`src/rtl/borrow_lookahead_sub.sv`:
```
// Purpose: multi-cycle WIDTH-bit subtractor, diff = a - b - bin, using one 4-bit borrow-lookahead slice per cycle.
// Latency: handshake at edge 0 -> out_valid at edge WIDTH/4; one result every WIDTH/4+2 cycles back-to-back.
// Backpressure: in_ready only in IDLE; result held stable in DONE until out_ready.
//
// Ports:
//   clk, rst_n          clock, asynchronous active-low reset
//   in_valid / in_ready operand handshake for a (minuend), b (subtrahend), bin (borrow-in)
//   out_valid/out_ready result handshake for diff ((a-b-bin) mod 2^WIDTH) and bout (a < b+bin)
module borrow_lookahead_sub #(
  parameter int WIDTH = 16
) (
  input  logic             clk,
  input  logic             rst_n,
  input  logic             in_valid,
  output logic             in_ready,
  input  logic [WIDTH-1:0] a,
  input  logic [WIDTH-1:0] b,
  input  logic             bin,
  output logic             out_valid,
  input  logic             out_ready,
  output logic [WIDTH-1:0] diff,
  output logic             bout
);

  localparam int NSLICE = WIDTH / 4;
  localparam int CW     = (NSLICE > 1) ? $clog2(NSLICE) : 1;
  localparam logic [CW-1:0] LAST_SLICE = CW'(NSLICE - 1);

  localparam logic [1:0] IDLE = 2'd0;
  localparam logic [1:0] RUN  = 2'd1;
  localparam logic [1:0] DONE = 2'd2;

  logic [1:0]       state_q, state_d;
  logic [WIDTH-1:0] a_q, a_d;
  logic [WIDTH-1:0] b_q, b_d;
  logic             br_q, br_d;
  logic [CW-1:0]    cnt_q, cnt_d;
  logic [WIDTH-1:0] diff_q, diff_d;
  logic             bout_q, bout_d;

  // Current slice: operands are shifted right each RUN cycle, so the
  // active slice is always the low nibble.
  logic [3:0] sa, sb, g, p, sd;
  logic [4:0] br;
  logic [WIDTH+3:0] diff_cat;

  assign sa = a_q[3:0];
  assign sb = b_q[3:0];
  assign g  = ~sa & sb;       // generate: this bit borrows on its own
  assign p  = ~(sa ^ sb);     // propagate: equal bits pass the borrow through

  // Flat two-level lookahead; no term depends on another br[] output.
  assign br[0] = br_q;
  assign br[1] = g[0]
               | (p[0] & br_q);
  assign br[2] = g[1]
               | (p[1] & g[0])
               | (p[1] & p[0] & br_q);
  assign br[3] = g[2]
               | (p[2] & g[1])
               | (p[2] & p[1] & g[0])
               | (p[2] & p[1] & p[0] & br_q);
  assign br[4] = g[3]
               | (p[3] & g[2])
               | (p[3] & p[2] & g[1])
               | (p[3] & p[2] & p[1] & g[0])
               | (p[3] & p[2] & p[1] & p[0] & br_q);

  assign sd = sa ^ sb ^ br[3:0];

  // Result fills from the top; after NSLICE shifts slice 0 lands at bit 0.
  assign diff_cat = {sd, diff_q};

  always_comb begin
    state_d = state_q;
    a_d     = a_q;
    b_d     = b_q;
    br_d    = br_q;
    cnt_d   = cnt_q;
    diff_d  = diff_q;
    bout_d  = bout_q;
    case (state_q)
      IDLE: begin
        if (in_valid) begin
          a_d     = a;
          b_d     = b;
          br_d    = bin;
          cnt_d   = '0;
          state_d = RUN;
        end
      end
      RUN: begin
        a_d    = a_q >> 4;
        b_d    = b_q >> 4;
        br_d   = br[4];
        diff_d = diff_cat[WIDTH+3:4];
        if (cnt_q == LAST_SLICE) begin
          // Counter holds at the last slice rather than wrapping.
          bout_d  = br[4];
          state_d = DONE;
        end else begin
          cnt_d = cnt_q + CW'(1);
        end
      end
      DONE: begin
        if (out_ready) state_d = IDLE;
      end
      default: state_d = IDLE;
    endcase
  end

  always_ff @(posedge clk or negedge rst_n) begin
    if (!rst_n) begin
      state_q <= IDLE;
      a_q     <= '0;
      b_q     <= '0;
      br_q    <= 1'b0;
      cnt_q   <= '0;
      diff_q  <= '0;
      bout_q  <= 1'b0;
    end else begin
      state_q <= state_d;
      a_q     <= a_d;
      b_q     <= b_d;
      br_q    <= br_d;
      cnt_q   <= cnt_d;
      diff_q  <= diff_d;
      bout_q  <= bout_d;
    end
  end

  assign in_ready  = (state_q == IDLE);
  assign out_valid = (state_q == DONE);
  assign diff      = diff_q;
  assign bout      = bout_q;

endmodule

```
`config.mk`:
```
export PLATFORM = sky130hd
export DESIGN_NAME = borrow_lookahead_sub
export DESIGN_NICKNAME = d
export VERILOG_FILES = /design/src/rtl/borrow_lookahead_sub.sv
export SDC_FILE = /design/constraint.sdc
export NUM_CORES = 1
export LEC_CHECK = 0
export BUFFER_PORTS_ARGS = -buffer_cell sky130_fd_sc_hd__clkbuf_2
export CAP_MARGIN = 5
export CORE_MARGIN = 2
export CORE_UTILIZATION = 48
export DETAILED_ROUTE_END_ITERATION = 7
export PLACE_DENSITY = 0.76
export SLEW_MARGIN = 20
export SYNTH_ARGS = -nofsm -noshare
export SYNTH_HDL_FRONTEND = slang
export SYNTH_SLANG_ARGS = --single-unit
```
`constraint.sdc`:
```
create_clock -name clk -period 1.5 [get_ports clk]
set_clock_uncertainty 0.15 [all_clocks]
set_input_delay 0.45 -clock clk [delete_from_list [all_inputs] [get_ports clk]]
set_output_delay 0.45 -clock clk [all_outputs]
set_load 0.03 [all_outputs]
```
-- Word-level counts from Yosys, hierarchy flattened
Cells that the tools add are included.
W data, S select, Z words.
- bitwise logic cells: 31
- reductions and logical operators: 6
- eq/ne operators: 7
- add/subtract/negate cells: 1
- muxes and demuxes: 13
- operators by type and width (cell ; count):
    $pmux W16 S2 ; 2
    $mux W16 ; 2
    $and A1 B1 Y1 ; 16
    $mux W2 ; 5
    $or A1 B1 Y1 ; 10
    $not A4 Y4 ; 2
    $xor A4 B4 Y4 ; 2
    $ne A2 B2 Y1 const B ; 3
    $pmux W2 S3 ; 1
    $reduce_and A3 Y1 ; 2
    $and A4 B4 Y4 ; 1
    $eq A2 B2 Y1 const B ; 2
    $pmux W2 S2 ; 1
    $reduce_and A2 Y1 ; 2
    $add A2 B1 Y2 const B ; 1
    $eq A2 B1 Y1 const B ; 1
    $logic_not A2 Y1 ; 1
    $ne A2 B1 Y1 const B ; 1
    $pmux W1 S2 ; 1
    $reduce_bool A2 Y1 ; 1
    $mux W1 ; 1
- output and inout bits: 19
- word-level logic and storage cells: 65
- register bits: 54

-- Logic depth before layout (Yosys ltp)
- word-level depth: 8
- mapped depth: 6

-- Least setup slack after synthesis
No wires, ideal clock.
- path kind: register to output
- from: register state_q[1]
- to: output in_ready
- cell stages (with the launch flop): 3
- required time: 0.900 ns
- buffers on the path: 1
- arrival time: 1.022 ns
- setup slack: -0.122 ns
- cell sequence: dfrtp_1 > clkbuf_1 > nor2_1
- word-level cells in the longest chain between the ends: 1
- RTL lines (element ; RTL line ; text):
    from (decl) ; 33 ; logic [1:0] state_q, state_d;
    from (signal assigned) ; 122 ; state_q <= state_d;
    $logic_not A2 Y1 ; 132 ; assign in_ready = (state_q == IDLE);
    to (decl) ; 15 ; output logic in_ready,
Every way passes these cells.

-- Worst setup path after layout
- from: register state_q[1]
- to: register b_q[3]
- word-level cells in the longest chain between the ends: 3
- elaborated cells on any way between the ends: 6
- RTL lines (element ; RTL line ; text):
    $eq A2 B1 Y1 or $logic_not A2 Y1 (tied branches) ; 82 ; case (state_q)
    $reduce_bool A2 Y1 (no source line) or $ne A2 B2 Y1 (tied branches) ; - ;
    $reduce_and A2 Y1 (no source line) ; - ;
    to (signal assigned) ; 116 ; b_q <= '0;
    to (signal assigned) ; 124 ; b_q <= b_d;
    to (decl) ; 35 ; logic [WIDTH-1:0] b_q, b_d;
Several ways; a longest one is shown, not always the timed one.
A chain may end at the register's enable or synchronous reset.

==> summary by stage <==
Floorplanning
The die footprint is 5931 um2. The die is 77.01 um tall. The core region is 5140 um2.

The initial utilization of the core area, before any placement, comes to 49.78%. The die width is 77.01 um. The number of top-level pins is 56.

The floorplan row count is 26.

Timing
The worst setup margin is -0.2171 ns. The slew at the pin closest to its max-slew limit is 0.3013 ns. The tightest hold path in the finished design has a slack of 0.2475 ns. The worst-case headroom to the max-slew limit is 79.92%.

The ratio of final minimum period to clock period is 114.5%. The number of failing setup endpoints in the final timing report is 41. The clock period minus worst slack is 1.717 ns. The final number of max-transition violations is 0. The number of hold violations in the final report is 0. For the final routed database, the setup TNS stands at -4.340 ns. The fmax is 582.4 MHz.

Setup repair after global routing could not meet its margin everywhere.

Power
The switching power share of the total is 41.51%. The reported leakage power is 1.918 nW. The largest vdd supply drop is 0.001141 V. The part of the total power dissipated in the clock network is 8.9%.

The logic gate share of total power is 63.7%. Cell internal power was estimated by the tool at 5.753 mW. The fraction of power consumed by sequential logic is 27.4%. Summed over all nets, the switching power comes to 4.082 mW. The power per unit of standard cell area is 2535 nW/um2.

Clock tree
After clock tree synthesis, the clock-pin slew on the worst setup and hold paths is 0.10 ns. The later-pin clock latency in the skew report is 0.31 ns. The clock tree buffer depth is 2. TritonCTS built the clock tree. The tree built by TritonCTS fans out to 54 sinks.

The number of buffers created by CTS is 5. The tree is rooted in a clkbuf_8. The count of H-tree levels built during CTS is 2.

Final layout
Leaving out fill and tap cells, the most frequent cells in the layout are dfrtp_1, nand2_1, clkbuf_2, buf_4, o21ai_1. The layout has 348 filler cells. The number of nets in the final layout is 405. The most common cell after layout, fill and taps aside is dfrtp_1.

Relative to the synthesized area, the layout overhead comes to 51.64%. The share of cells above drive strength 1 is 47.38%. The repair_antennas step left the layout with diodes totalling 0.

Global routing
The first global-routing pass estimated 9749 um of wire. The via count of the first global-routing pass is 2103. The initial antenna violation count is 0. The overall overflow remaining after global route is 0.

The pin count of the biggest net entering global routing is 55. The global-route usage over all layers is 20.60%.

Setup path
The kind of launch point of the worst setup path is a flip-flop. The worst path required time is 1.55 ns. The peak per-stage delay on the critical path is 0.44 ns.

The worst path buffer plus inverter count is 5. STA classifies the critical path endpoint as a flip-flop. Grouping stages by cell kind, the critical path spends the most delay in buffers and inverters. Traced cell by cell, the critical path runs through buf_12 > buf_4 > buf_12 > o21bai_4 > buf_12 > clkbuf_16 > nand2_4 > o21ai_1. Of all nets on the critical path, the largest fanout is 6. The data arrival time at the worst-slack endpoint is 1.77 ns. The slowest stage of the critical path is the dfrtp_1 cell. The path type of the worst setup path is reg -> reg. The most prevalent standard cell on the critical path is buf_12.

Detailed routing
The remaining antenna violation count after routing is 0. In the routed design, unresolved DRC markers number 0. The final wirelength is 6561 um. The number of design-rule violations left by the first detailed-router iteration is 105.

The routed layout has 2241 vias. Dividing the detail-routed via count by the number of cells gives 5.176. The number of optimization iterations in the first detailed-route pass is 4. In the final routed layout, each cell accounts on average for 15.15 um.

Synth
The main combinational cell family by area after synthesis is simple AND/OR/NAND/NOR gates. After synthesis, the share of cell area in mux cells is 9.389%. The sequential fraction of the synthesis area is 52.81%.

The share of synthesized flip-flops with an asynchronous set or reset is 100.0%. Yosys printed 0 warnings. The synthesized design contains 54 register bits. The xor and xnor fraction of the mapped netlist area is 0.3423%. Dividing the synthesized area by the synthesized cell count gives 9.729 um2. The predominant post-synthesis flop cell is dfrtp_1.

The fraction of the mapped netlist area in compound gates is 13.69%. Counting flops with a built-in enable in the synthesized netlist gives 0. The netlist uses 28 different library cells. The post-synthesis simple-gate area fraction is 15.01%. After Yosys synthesis, full adders, half adders and majority gates account for 3.227% of the synthesized area. The mapped netlist covers 2559 um2.

Synthesis handed over a netlist of 263 instances. The post-synthesis net count is 306.

Place
The final RePlAce weighted congestion is 0.7986. Once detailed placement completed, the half-perimeter wirelength came to 3756 um. OpenSTA, run right after detailed placement, puts the worst setup slack at -0.1080 ns. Port buffering added 55 buffers.

Run status
The final reports fail on negative setup slack. The run finished, with violations left.

Worst hold path
The path class of the tightest hold or removal check is in -> reg.

Flow run
Max-cap violations in this run came to 0.
synth_stat cells (2+ instances only):
master,n,area share (%)
nand2_1,70,10
a211oi_1,2,0.59
o2bb2ai_1,2,0.68
nor2_1,4,0.59
nor2b_1,12,2.9
o21ai_1,21,4.1
a221oi_1,3,1.0
buf_8,2,1.2
ha_1,5,2.4
nand2b_1,3,0.73
o21ai_0,17,3.3
a21oi_1,11,2.2
clkbuf_1,5,0.73
mux2i_1,24,9.4
a21o_1,2,0.59
buf_2,5,0.98
buf_4,3,0.88
dfrtp_1,54,53
inv_1,9,1.3
worst reg2reg max path, delay by kind of cell, from the launching register on:
family / cells / cell delay, ns
simple gates: 1 / 0.06
buf+inv: 5 / 0.73
flops: 1 / 0.44
compound gates: 2 / 0.24
registers in the layout, indices dropped and copies added (netlist names):
signal,flops
state_q,2
diff,16
br_q,1
a_q,16
b_q,16
bout,1
cnt_q,2
stage by stage:
stage / cell area (um2) / std cells / util, % / power, mW
after floorplan: 2580 / 263 / - / 5.470
after global placement: 3037 / 393 / 59.08 / 6.455
after detailed placement: 3037 / 393 / 59.08 / 6.586
after CTS: 3378 / 413 / 65.73 / 8.111
after global routing: 3880 / 433 / 75.49 / 10.49
final: 3880 / 433 / 75.49 / 9.834
power by group through the flow:
stage / combinational (mW) / sequential [mW] / clock (mW)
6_report: 6.27 / 2.69 / 0.874
5_1_grt: 6.78 / 2.77 / 0.947
4_1_cts: 4.65 / 2.58 / 0.883
3_5_place_dp: 3.97 / 2.62 / 0
3_3_place_gp: 3.87 / 2.58 / 0
2_1_floorplan: 2.52 / 2.95 / 0
final cells by class:
cell class                 count  area (um2)  share of cell area, %
multi-input combinational    184        1353                  34.86
clock inverter                 1       8.758                 0.2257
tap                           70       87.58                  2.257
timing repair buffer         108       958.4                  24.70
inverter                       9       33.78                 0.8707
sequential                    54        1353                  34.86
clock buffer                   7       86.33                  2.225
per-layer routing:
layer	GRT usage [%]	part of all wire [%]	vias to the layer above
li1	-	-	1081
met1	26.34	43	1099
met2	34.82	52	52
met3	4.824	4.3	9
met4	6.429	1.7	0
met5	0	0	-
timing repair:
action,in CTS,in global routing
gates cloned,0,3
endpoints found under the hold margin,53,0
buffers inserted,11,17
gates resized for setup,39,112
pin swaps,6,28
endpoints found under the setup margin,20,71
hold buffers,1,0
worst paths after layout:
path | slack [ns] | from | cells after the start | endpoint
max | -0.22 | state_q[1]$_DFFE_PN0P_ | 8 | b_q[3]$_DFFE_PN0P_
min | 0.25 | b[14] | 3 | b_q[14]$_DFFE_PN0P_
max reg2reg | -0.22 | state_q[1]$_DFFE_PN0P_ | 8 | b_q[3]$_DFFE_PN0P_
min reg2reg | 0.34 | a_q[3]$_DFFE_PN0P_ | 2 | a_q[3]$_DFFE_PN0P_
max in group asynchronous | 0.41 | rst_n | 3 | state_q[0]$_DFFE_PN0P_
min in group asynchronous | 0.51 | rst_n | 3 | diff[2]$_DFFE_PN0N_
cells by family (layout without fill, tap and decap cells):
family,after synthesis,count (layout)
compound gates,62,62
fa+ha+maj,6,6
simple gates,91,91
flops,54,54
buf+inv,25,125
mux,24,24
xor+xnor,1,1
No activity file was read; power rests on OpenSTA's default activity.
